==> src/rtl/led_status_pkg.sv <==
// Shared types and constants for the LED status scheduler: FSM states, pattern codes
// and the pattern decode helper.
package led_status_pkg;

    localparam int unsigned PH_W = 4;

    typedef enum logic [1:0] {
        IDLE  = 2'd0,
        SHOW  = 2'd1,
        REARB = 2'd2
    } state_t;

    localparam logic [1:0] PAT_OFF  = 2'd0;
    localparam logic [1:0] PAT_ON   = 2'd1;
    localparam logic [1:0] PAT_SLOW = 2'd2;
    localparam logic [1:0] PAT_FAST = 2'd3;

    function automatic logic pat_decode(input logic [1:0] code, input logic [PH_W-1:0] ph);
        logic v;
        v = 1'b0;
        case (code)
            PAT_OFF:  v = 1'b0;
            PAT_ON:   v = 1'b1;
            PAT_SLOW: v = ph[3];
            PAT_FAST: v = ph[1];
            default:  v = 1'b0;
        endcase
        return v;
    endfunction

endpackage

==> src/rtl/led_status_sched_pattern.sv <==
// led_pattern_gen: prescaler, blink phase counter and next-value LED decode.
// Optional idle heartbeat on led0 when LED_STATUS_HEARTBEAT_EN is defined.
module led_pattern_gen
    import led_status_pkg::*;
#(
    parameter int unsigned PRESCALE_W = 20
) (
    input  logic       clk,
    input  logic       rst_n,
    input  logic       ph_clear,
    input  logic       show,
    input  logic [3:0] pat_q,
    output logic       tick,
    output logic       led0_n,
    output logic       led1_n
);

    logic [PRESCALE_W-1:0] presc_q;
    logic [PH_W-1:0]       ph_q;

    assign tick = &presc_q;

    always_ff @(posedge clk or negedge rst_n) begin
        if (!rst_n) begin
            presc_q <= '0;
            ph_q    <= '0;
        end else begin
            presc_q <= presc_q + PRESCALE_W'(1);
            // A new grant restarts the blink so every indication begins at the same phase.
            if (ph_clear) begin
                ph_q <= '0;
            end else if (tick) begin
                ph_q <= ph_q + PH_W'(1);
            end
        end
    end

    always_comb begin
        led0_n = 1'b0;
        led1_n = 1'b0;
        if (show) begin
            led0_n = pat_decode(pat_q[1:0], ph_q);
            led1_n = pat_decode(pat_q[3:2], ph_q);
        end else begin
`ifdef LED_STATUS_HEARTBEAT_EN
            led0_n = ph_q[3];
`else
            led0_n = 1'b0;
`endif
        end
    end

endmodule

==> src/rtl/led_status_sched.sv <==
// Fixed-priority LED owner arbiter with minimum hold time; drives the two board LEDs.
// Optional idle heartbeat is selected with LED_STATUS_HEARTBEAT_EN (see led_pattern_gen).
module led_status_sched
    import led_status_pkg::*;
#(
    parameter int unsigned NREQ       = 4,
    parameter int unsigned PRESCALE_W = 20,
    parameter int unsigned HOLD_TICKS = 16
) (
    input  logic              clk_tcxo,
    input  logic              reset_n,
    input  logic [NREQ-1:0]   req,
    input  logic [4*NREQ-1:0] pat,
    output logic [NREQ-1:0]   grant,
    output logic              busy,
    output logic              led0,
    output logic              led1
);

    localparam logic [7:0] HOLD_INIT = 8'(HOLD_TICKS);

    state_t          state_q;
    logic [7:0]      hold_q;
    logic [3:0]      pat_q;
    logic [NREQ-1:0] winner;
    logic            win_found;
    logic [3:0]      win_pat;
    logic [3:0]      own_pat;
    logic            any_req;
    logic            owner_req;
    logic            ph_clear;
    logic            tick;
    logic            led0_n;
    logic            led1_n;

    always_comb begin
        winner    = '0;
        win_found = 1'b0;
        win_pat   = '0;
        own_pat   = '0;
        for (int i = 0; i < NREQ; i++) begin
            if (req[i] && !win_found) begin
                winner[i] = 1'b1;
                win_found = 1'b1;
            end
        end
        for (int i = 0; i < NREQ; i++) begin
            if (winner[i]) win_pat = pat[4*i +: 4];
            if (grant[i])  own_pat = pat[4*i +: 4];
        end
    end

    assign any_req   = |req;
    assign owner_req = |(req & grant);
    // Re-granting the current owner must not restart its blink.
    assign ph_clear  = any_req && ((state_q == IDLE) || ((state_q == REARB) && (winner != grant)));

    led_pattern_gen #(
        .PRESCALE_W (PRESCALE_W)
    ) u_pattern (
        .clk      (clk_tcxo),
        .rst_n    (reset_n),
        .ph_clear (ph_clear),
        .show     (state_q != IDLE),
        .pat_q    (pat_q),
        .tick     (tick),
        .led0_n   (led0_n),
        .led1_n   (led1_n)
    );

    always_ff @(posedge clk_tcxo or negedge reset_n) begin
        if (!reset_n) begin
            state_q <= IDLE;
            hold_q  <= '0;
            pat_q   <= '0;
            grant   <= '0;
            busy    <= 1'b0;
            led0    <= 1'b0;
            led1    <= 1'b0;
        end else begin
            led0 <= led0_n;
            led1 <= led1_n;
            case (state_q)
                IDLE: begin
                    if (any_req) begin
                        grant   <= winner;
                        busy    <= 1'b1;
                        hold_q  <= HOLD_INIT;
                        pat_q   <= win_pat;
                        state_q <= SHOW;
                    end else begin
                        grant <= '0;
                        busy  <= 1'b0;
                    end
                end
                SHOW: begin
                    // An owner that drops its request keeps its last pattern until hold expires.
                    if (owner_req) pat_q <= own_pat;
                    if (hold_q == '0) begin
                        state_q <= REARB;
                    end else if (tick) begin
                        hold_q <= hold_q - 8'd1;
                    end
                end
                REARB: begin
                    if (any_req) begin
                        grant   <= winner;
                        busy    <= 1'b1;
                        hold_q  <= HOLD_INIT;
                        pat_q   <= win_pat;
                        state_q <= SHOW;
                    end else begin
                        grant   <= '0;
                        busy    <= 1'b0;
                        hold_q  <= '0;
                        state_q <= IDLE;
                    end
                end
                default: begin
                    grant   <= '0;
                    busy    <= 1'b0;
                    state_q <= IDLE;
                end
            endcase
        end
    end

endmodule

==> config.mk <==
export PLATFORM = sky130hd
export DESIGN_NAME = led_status_sched
export DESIGN_NICKNAME = d
export VERILOG_FILES = /design/src/rtl/led_status_pkg.sv /design/src/rtl/led_status_sched_pattern.sv /design/src/rtl/led_status_sched.sv
export SDC_FILE = /design/constraint.sdc
export NUM_CORES = 1
export LEC_CHECK = 0
export CORE_UTILIZATION = 55
export DETAILED_ROUTE_END_ITERATION = 10
export PLACE_DENSITY = 0.88
export SYNTH_ARGS = -nofsm -noshare
export SYNTH_HDL_FRONTEND = slang
export SYNTH_SLANG_ARGS = --single-unit
==> constraint.sdc <==
create_clock -name clk_tcxo -period 3.44 [get_ports clk_tcxo]
set_clock_uncertainty 0.05 [all_clocks]
set_input_delay 0.688 -clock clk_tcxo [delete_from_list [all_inputs] [get_ports clk_tcxo]]
set_output_delay 0.688 -clock clk_tcxo [all_outputs]
set_load 0.05 [all_outputs]
==> impl_metrics.py <==
metrics = {
    "worst_setup_path": {
        "worst-path-buf-inv": 2,
        "path_depth": 7,
        "critical_path_required_ns": 3.60,
        "cp_top_family": "buffers and inverters",
        "cp_slowest_cell": "clkdlybuf4s50_1",
        "end_kind": "register",
        "rr_worst_depth": 7,
        "worstPathMaxFanout": 14,
        "worstSetupPathType": "in2reg",
        "max_stage_delay_ns": 0.49,
        "worstPathCellList": "clkdlybuf4s50_1 > buf_4 > nor4b_1 > nand2_1 > o21ai_0 > a222oi_1 > o21ai_0",
        "cpMostUsedCell": "o21ai_0",
        "startpoint_type": "input port",
        "worstPathArrival_ns": 2.70,
    },
    "grt": {
        "grt_pass1_wl_um": 9190,
        "grt_max_degree": 46,
        "antenna_found_initial": 0,
        "overflow": 0,
        "grt_pass1_vias": 2079,
        "grt_usage": 0.2361,
    },
    "floorplan": {
        "die_w_um": 69.40,
        "dieArea_um2": 4816,
        "fp.dieH_um": 69.40,
        "core-area_um2": 4354,
        "initial_core_util": 0.5739,
        "ios": 29,
        "num_rows": 24,
    },
    "pwr": {
        "seqPwrFrac": 0.378,
        "power.leakage_nw": 1.242,
        "p_sw_frac": 0.4297,
        "clock_power_share": 0.184,
        "power.density_nw_per_um2": 616.4,
        "power.internal_mw": 1.025,
        "ir_worst_vdd_mv": 0.5381,
        "combPwrFrac": 0.438,
        "fin_total_pwr_mw": 1.798,
        "p_switching_mw": 0.7725,
    },
    "worst_hold_path": {
        "min_path_cells": 1,
        "worstHoldPathType": "reg2reg",
    },
    "place": {
        "dpl_worst_slack_ns": 0.6240,
        "hpwlAfterDp_um": 3939,
        "place.gp.congestion": 0.9059,
        "dp_cells": 340,
        "dpl_cell_area_um2": 2826,
        "io_buffers": 28,
    },
    "sta": {
        "min_period_ns": 2.534,
        "worst_slew_pin_slew_ns": 0.9666,
        "tns_ns": 0,
        "finalWorstSetupSlack_ns": 0.9064,
        "final-hold-violation-count": 0,
        "rsz0062_at_grt": "no",
        "timing.hold.ws_ns": 0.4202,
        "relSlewSlack": 0.3556,
        "clock.fmax_mhz": 394.7,
        "slew_violations": 0,
        "finalCritPeriodShare": 0.7365,
        "setup_violations": 0,
    },
    "layout": {
        "drive_gt1_frac": 0.05405,
        "final_common_cell": "dfrtp_1",
        "final_nets": 326,
        "fin_cells": 348,
        "stdcell_area_um2": 2917,
        "layout_common_cells": "dfrtp_1 (45), nand2_1 (37), clkdlybuf4s50_1 (27), o21ai_0 (22), xnor2_1 (16)",
        "antenna_cells": 0,
        "post-route-util": 0.6698,
        "area_growth_pct": 16.73,
    },
    "clock_tree": {
        "htreeDepth": 2,
        "ctsHoldBuffers": 0,
        "worstSkewPairLatency_ns": 0.30,
        "numCtsBuffers": 5,
        "post_cts_buffers": 0,
        "cts_tree": "yes",
        "cts-root-buf": "clkbuf_8",
        "cts_buffer_depth": 2,
        "clock_sinks": 45,
        "clk_pin_slew_worst_paths_ns": 0.09,
        "ctsResizeCount": 0,
    },
    "yosys": {
        "synth.distinct_cells": 51,
        "syn_nets": 297,
        "seq_area_frac_synth": 0.4507,
        "synth_enable_flop_cells": 0,
        "yosysWarnings": 0,
        "async_reset_ff_frac": 1.000,
        "synth_seq_cells": 45,
        "synth_cells": 266,
        "syn_area_per_cell_um2": 9.393,
        "syn_area_um2": 2499,
        "ys.flop_type": "dfrtp_1",
    },
    "detailed_routing": {
        "route.detailed.drc": 0,
        "wire_per_inst_um": 15.42,
        "first_iter_violations": 158,
        "wl_um": 5365,
        "dr.pass1.iters": 4,
        "num_vias": 2120,
        "viasPerCell": 6.092,
        "ant_nets": 0,
    },
    "run_status": {
        "outcome": "complete, no violations",
    },
    "run": {
        "maxCapViolations": 0,
    },
}
==> state kept, by name (all words and copies together), names as in the netlist <==
signal and flops:
busy 1, grant 4, hold_q 8, led0 1, led1 1, pat_q 4
state_q 2, u_pattern.ph_q 4, u_pattern.presc_q 20
==> cell families after synthesis <==
logic type                 share of synthesized area
and+or+nand+nor                               0.2118
AOI/OAI and AO/OA                             0.1803
DFF                                           0.4507
buffers and inverters                        0.03505
xor gates and xnor gates                     0.07711
adders and majority gates                    0.04507
==> routing by layer <==
layer  track usage  vias to the layer above  part of all wire
li1              -                     1031                 -
met1        0.3097                     1014              0.45
met2        0.3808                       62              0.48
met3       0.04360                       13             0.045
met4        0.1066                        0             0.024
met5             0                        -                 0
==> cell usage after synthesis, drive strengths merged (5+ instances only) <==
cell	n	area, µm²
nor3	7	35.03
a22oi	10	75.07
ha	9	112.6
xor2	6	52.55
nand2	37	138.9
clkbuf	8	30.03
nand3	8	40.04
nand4	5	31.28
o21ai	22	110.1
inv	14	52.55
a21oi	10	50.05
nor4	5	46.29
xnor2	16	140.1
dfrtp	45	1126
nor2	12	45.04
==> path summary, 6_finish.rpt <==
check,slack (ns),from,to
setup / recovery,0.91,req[0],pat_q[2]
hold / removal,0.42,u_pattern.presc_q[13],u_pattern.presc_q[13]
setup reg to reg,0.97,state_q[0],pat_q[2]
hold reg to reg,0.42,u_pattern.presc_q[13],u_pattern.presc_q[13]
max in group asynchronous,2.26,reset_n,u_pattern.presc_q[16]
min in group asynchronous,0.48,reset_n,u_pattern.presc_q[5]
==> final cells by class <==
class	instances	area [µm²]
clock inverter	3	21.27
clock buffer	5	68.82
fill	349	1438
sequential	45	1126
timing repair buffer	31	297.8
tap	52	65.06
multi-input combinational	198	1285
inverter	14	52.55
==> worst register-to-register path, stage by stage, from the launching register on <==
cell      delay [ns]
dfrtp_1         0.46
inv_1           0.09
ha_1            0.30
or2_2           0.42
nand2_1         0.12
o21ai_0         0.20
a222oi_1        0.54
o21ai_0         0.17
==> power by group through the flow <==
stage	registers (mW)	logic (mW)	clock network, mW
finish	0.679	0.788	0.331
global route	0.691	0.855	0.363
CTS	0.678	0.777	0.343
global placement	0.685	0.751	0
floorplan	0.758	0.462	0
detailed placement	0.690	0.770	0
Note: power is estimated with default switching activity, not from simulation.
